`config.mk`:
```
export PLATFORM = sky130hd
export DESIGN_NAME = spi_pc_receiver
export DESIGN_NICKNAME = d
export VERILOG_FILES = /design/src/rtl/spi_pkg.sv /design/src/rtl/spi_pin_sync.sv /design/src/rtl/spi_pc_receiver.sv
export SDC_FILE = /design/constraint.sdc
export NUM_CORES = 1
export LEC_CHECK = 0
export BUFFER_PORTS_ARGS = -buffer_cell sky130_fd_sc_hd__buf_2
export CORE_MARGIN = 5
export CORE_UTILIZATION = 51
export CTS_CLUSTER_DIAMETER = 50
export DETAILED_ROUTE_END_ITERATION = 6
export PLACE_DENSITY = 0.75
export SLEW_MARGIN = 20
export SYNTH_ARGS = -nofsm -noshare
export SYNTH_HDL_FRONTEND = slang
export SYNTH_HIERARCHICAL = 1
export SYNTH_SLANG_ARGS = --single-unit
```
`constraint.sdc`:
```
create_clock -name clk -period 1.6 [get_ports clk]
set_input_delay 0 -clock clk [delete_from_list [all_inputs] [get_ports clk]]
set_output_delay 0 -clock clk [all_outputs]
set_load 0.05 [all_outputs]
```
`src/rtl/spi_pkg.sv`:
```
// Shared types and constants for the oversampled SPI receiver.
package spi_pkg;

  localparam int unsigned DATA_W_DEFAULT = 32;

  typedef enum logic {
    IDLE  = 1'b0,
    SHIFT = 1'b1
  } spi_state_e;

  localparam logic [31:0] FIB_A = 32'h6D73E55F;
  localparam logic [31:0] FIB_B = 32'hB11924E1;

endpackage

```
`src/rtl/spi_pin_sync.sv`:
```
// Multi-stage synchroniser for one SPI pin, with a previous-value register for edge detection.
module spi_pin_sync #(
  parameter int unsigned SYNC_STAGES = 2,
  parameter logic        RESET_VAL   = 1'b0
) (
  input  logic clk_i,
  input  logic rst_ni,
  input  logic pin_i,
  output logic sync_o,
  output logic rise_o,
  output logic fall_o
);

  logic [SYNC_STAGES-1:0] stages_q, stages_d;
  logic                   prev_q, prev_d;

  always_comb begin
    stages_d = {stages_q[SYNC_STAGES-2:0], pin_i};
    prev_d   = stages_q[SYNC_STAGES-1];
  end

  always_ff @(posedge clk_i) begin
    if (!rst_ni) begin
      stages_q <= {SYNC_STAGES{RESET_VAL}};
      prev_q   <= RESET_VAL;
    end else begin
      stages_q <= stages_d;
      prev_q   <= prev_d;
    end
  end

  assign sync_o = stages_q[SYNC_STAGES-1];
  assign rise_o = stages_q[SYNC_STAGES-1] & ~prev_q;
  assign fall_o = ~stages_q[SYNC_STAGES-1] & prev_q;

endmodule

```
`src/rtl/spi_pc_receiver.sv`:
```
// SPI mode-0 target, oversampled in the clk domain, delivering words on a valid/ready stream.
// Define SPI_RX_MISO_EN to add spi_miso, which echoes the previously received word.
module spi_pc_receiver
  import spi_pkg::*;
#(
  parameter int unsigned DATA_W      = DATA_W_DEFAULT,
  parameter int unsigned SYNC_STAGES = 2
) (
  input  logic              clk,
  input  logic              rst_n,
  input  logic              spi_sck,
  input  logic              pc_cs,
  input  logic              pc_mosi,
  output logic [DATA_W-1:0] rx_data,
  output logic              rx_valid,
  input  logic              rx_ready,
  output logic              overrun,
  output logic              frame_err
`ifdef SPI_RX_MISO_EN
  ,
  output logic              spi_miso
`endif
);

  localparam int unsigned     CntW    = $clog2(DATA_W);
  localparam logic [CntW-1:0] CntLast = CntW'(DATA_W - 1);

  logic sck_rise, sck_fall, cs_r, mosi_r;
  logic unused_sck_r, unused_cs_rise, unused_cs_fall, unused_mosi_rise, unused_mosi_fall;

  spi_pin_sync #(
    .SYNC_STAGES(SYNC_STAGES),
    .RESET_VAL  (1'b0)
  ) u_sync_sck (
    .clk_i (clk),
    .rst_ni(rst_n),
    .pin_i (spi_sck),
    .sync_o(unused_sck_r),
    .rise_o(sck_rise),
    .fall_o(sck_fall)
  );

  spi_pin_sync #(
    .SYNC_STAGES(SYNC_STAGES),
    .RESET_VAL  (1'b1)
  ) u_sync_cs (
    .clk_i (clk),
    .rst_ni(rst_n),
    .pin_i (pc_cs),
    .sync_o(cs_r),
    .rise_o(unused_cs_rise),
    .fall_o(unused_cs_fall)
  );

  // Same depth as sck so each sampled bit lines up with its detected rise.
  spi_pin_sync #(
    .SYNC_STAGES(SYNC_STAGES),
    .RESET_VAL  (1'b0)
  ) u_sync_mosi (
    .clk_i (clk),
    .rst_ni(rst_n),
    .pin_i (pc_mosi),
    .sync_o(mosi_r),
    .rise_o(unused_mosi_rise),
    .fall_o(unused_mosi_fall)
  );

  spi_state_e        state_q, state_d;
  logic [CntW-1:0]   cnt_q, cnt_d;
  logic [DATA_W-1:0] shift_q, shift_d;
  logic [DATA_W-1:0] rx_data_q, rx_data_d;
  logic              rx_valid_q, rx_valid_d;
  logic              overrun_q, overrun_d;
  logic              frame_err_q, frame_err_d;
  logic [DATA_W-1:0] word;
  logic              complete;

  always_comb begin
    state_d     = state_q;
    cnt_d       = cnt_q;
    shift_d     = shift_q;
    rx_data_d   = rx_data_q;
    rx_valid_d  = rx_valid_q;
    overrun_d   = overrun_q;
    frame_err_d = 1'b0;
    complete    = 1'b0;
    word        = {shift_q[DATA_W-2:0], mosi_r};

    unique case (state_q)
      IDLE: begin
        if (!cs_r) begin
          state_d = SHIFT;
          cnt_d   = '0;
        end
      end
      SHIFT: begin
        if (cs_r) begin
          state_d     = IDLE;
          frame_err_d = (cnt_q != '0);
          cnt_d       = '0;
        end else if (sck_rise) begin
          shift_d = word;
          if (cnt_q == CntLast) begin
            complete = 1'b1;
            cnt_d    = '0;
          end else begin
            cnt_d = cnt_q + 1'b1;
          end
        end
      end
      default: state_d = IDLE;
    endcase

    // A handshake in the completing clk frees the holding register for the new word.
    if (complete) begin
      if (!rx_valid_q || rx_ready) begin
        rx_data_d  = word;
        rx_valid_d = 1'b1;
      end else begin
        overrun_d = 1'b1;
      end
    end else if (rx_valid_q && rx_ready) begin
      rx_valid_d = 1'b0;
    end
  end

  always_ff @(posedge clk) begin
    if (!rst_n) begin
      state_q     <= IDLE;
      cnt_q       <= '0;
      shift_q     <= '0;
      rx_data_q   <= '0;
      rx_valid_q  <= 1'b0;
      overrun_q   <= 1'b0;
      frame_err_q <= 1'b0;
    end else begin
      state_q     <= state_d;
      cnt_q       <= cnt_d;
      shift_q     <= shift_d;
      rx_data_q   <= rx_data_d;
      rx_valid_q  <= rx_valid_d;
      overrun_q   <= overrun_d;
      frame_err_q <= frame_err_d;
    end
  end

  assign rx_data   = rx_data_q;
  assign rx_valid  = rx_valid_q;
  assign overrun   = overrun_q;
  assign frame_err = frame_err_q;

`ifdef SPI_RX_MISO_EN
  logic [DATA_W-1:0] tx_q, tx_d;

  always_comb begin
    tx_d = tx_q;
    if (state_q == IDLE && !cs_r) begin
      tx_d = rx_data_q;
    end else if (state_q == SHIFT && sck_fall) begin
      tx_d = {tx_q[DATA_W-2:0], 1'b0};
    end
  end

  always_ff @(posedge clk) begin
    if (!rst_n) begin
      tx_q <= '0;
    end else begin
      tx_q <= tx_d;
    end
  end

  assign spi_miso = !cs_r && tx_q[DATA_W-1];
`else
  logic unused_sck_fall;
  assign unused_sck_fall = sck_fall;
`endif

endmodule

```
==> metrics.csv <==
stage,metric,value,unit
die,IO Pins,41,
power_and_ir_drop,VDD IR-drop max,0.615,mV
timing,max frequency,643,MHz
timing,Least-Margin Pin Slew,437,ps
timing,setup violators final,0,
placement,hpwl dp,3.94,mm
global_route,global-route wire length before repair,11.2,mm
job,# Max-Cap Violations,0,
die,die width,87.8,um
placement,routability cong.,0.805,
clock_network,CTS tree,yes,
timing,Slew headroom,70.8,%
worst_setup_path,crit path capture type,register,
detailed_routing,post-detailed-route count of antenna-violating nets,0,
timing,Setup TNS,0,ps
final_layout,synthesis-to-finish area growth,23.1,%
timing,min cycle time layout,1560,ps
worst_setup_path,Worst R2R Start,cnt_q[1],
worst_hold_path,Worst Hold Class,in -> reg,
worst_setup_path,crit path DAT,1820,ps
synth,syn nets,361,
final_layout,share of cells above drive strength 1,24.7,%
placement,I/O Buffers,40,
die,core area,5890,um2
placement,Placed Instance Area,3390,um2
die,total die area,7700,um2
power_and_ir_drop,Lkg Pwr,0.00134,uW
synth,yosys warns,6,
clock_network,Inserted Clock Buffers,9,
synth,Post-Syn Area,3080,um2
final_layout,"commonest non-fill, non-tap cell in the layout",dfxtp_1,
detailed_routing,via count,2619,
timing,setup repair after global routing missed its margin,true,
die,Std-Cell Rows,28,
synth,Syn Inst Count,352,
clock_network,"Reg clk slew, reported paths",80,ps
timing,Fin. Hold Viols,0,
clock_network,H-Tree Depth,3,
timing,clock skew,8.39,ps
clock_network,Sink Count,79,
die,Starting Density,52.4,%
status,status,completed,
clock_network,Clock Path Buffers,2,
final_layout,Final Instance Area,3790,um2
detailed_routing,WL/cell,13.8,um
final_layout,Finished Core Util,64.5,%
worst_hold_path,hold path startpoint,rx_ready,
die,die height,87.8,um
worst_setup_path,Worst Setup Start Kind,register,
power_and_ir_drop,PD cells,986,nW/um2
detailed_routing,first-pass detailed-route iteration total,4,
timing,"Slew Viols, Final",0,
detailed_routing,Remaining DRCs,0,
global_route,global route overflow,0,
worst_setup_path,CP Class,reg -> reg,
clock_network,clk_lat worst skew,340,ps
worst_setup_path,Worst Setup SP,cnt_q[1],
worst_setup_path,"Req. time, crit path",1860,ps
final_layout,fin nets,401,
detailed_routing,Iter 0 DRT Violations,258,
final_layout,Fillers,498,
detailed_routing,Via density,5.56,
timing,Final Cycle Share,97.2,%
global_route,antenna violations before repair,0,
clock_network,root buf cell,clkbuf_8,
final_layout,# diodes,0,
global_route,number of global-route vias before repair,2503,
detailed_routing,final WL,6.52,mm
global_route,gr usage total,18.0,%
synth,Syn Area/Cell,8.76,um2
final_layout,most frequent cells in the layout,"dfxtp_1 (76), a21oi_1 (67), nand2_1 (65)",
worst_setup_path,CP Max Fanout,5,
global_route,pin count of the biggest net entering global routing,42,
-- per-layer routing --
layer	vias to the layer above	wire (um)	GRT usage [%]
met5	-	0	0
met4	0	89	7.11
met3	10	329	3.48
li1	1331	-	-
met2	51	3100	29.3
met1	1227	3000	23.6
-- stage by stage --
stage,setup slack (ps),hold slack (ps),std cells,power (uW)
after floorplan,-63.1,73.0,352,2060
after global placement,43.5,184,447,2080
after detailed placement,-46.4,185,447,2080
after CTS,-18.6,163,470,3780
after global routing,-32.6,188,471,3870
final,44.4,179,471,3740
-- registers in the layout (all words and copies together), names as in the netlist --
register,cells
shift_q,31
u_sync_mosi/stages_q,2
rx_valid,1
frame_err,1
rx_data,32
state_q,1
u_sync_sck/prev_q,1
u_sync_sck/stages_q,2
cnt_q,5
overrun,1
u_sync_cs/stages_q,2
-- worst paths after layout --
check	to	slack, ps	cells after the start
setup / recovery	cnt_q[3]	40	6
hold / removal	rx_valid	180	5
setup reg to reg	cnt_q[3]	40	6
hold reg to reg	u_sync_cs/stages_q[1]	420	1
-- worst max-delay path, stage by stage, from the launching register on --
cell	delay [ps]
dfxtp_2	340
ha_4	160
and3_4	180
ha_4	150
and4bb_4	350
a41oi_2	120
a311oi_2	180
-- power breakdown --
part           total (uW)  switching [uW]  internal (uW)
Sequential           1980            4.28           1970
Combinational        67.0            40.2           26.8
Clock                1700             669           1030
-- timing repair --
item	4_1_cts	5_1_grt
gates resized for setup	2	17
hold endpoints to repair	8	0
setup buffers	1	1
pin swaps	4	4
endpoints found under the setup margin	2	25
hold buffers	7	0
-- area by class of cell --
class | instances | area, um2 | share of cell area, %
Clock inverter | 4 | 95.1 | 2.51
Clock buffer | 11 | 131 | 3.46
Tap cell | 75 | 93.8 | 2.47
Multi-Input combinational cell | 233 | 1390 | 36.6
Timing Repair Buffer | 65 | 484 | 12.8
Inverter | 4 | 15.0 | 0.396
Sequential cell | 79 | 1590 | 41.8
(Power assumes the default switching activity.)
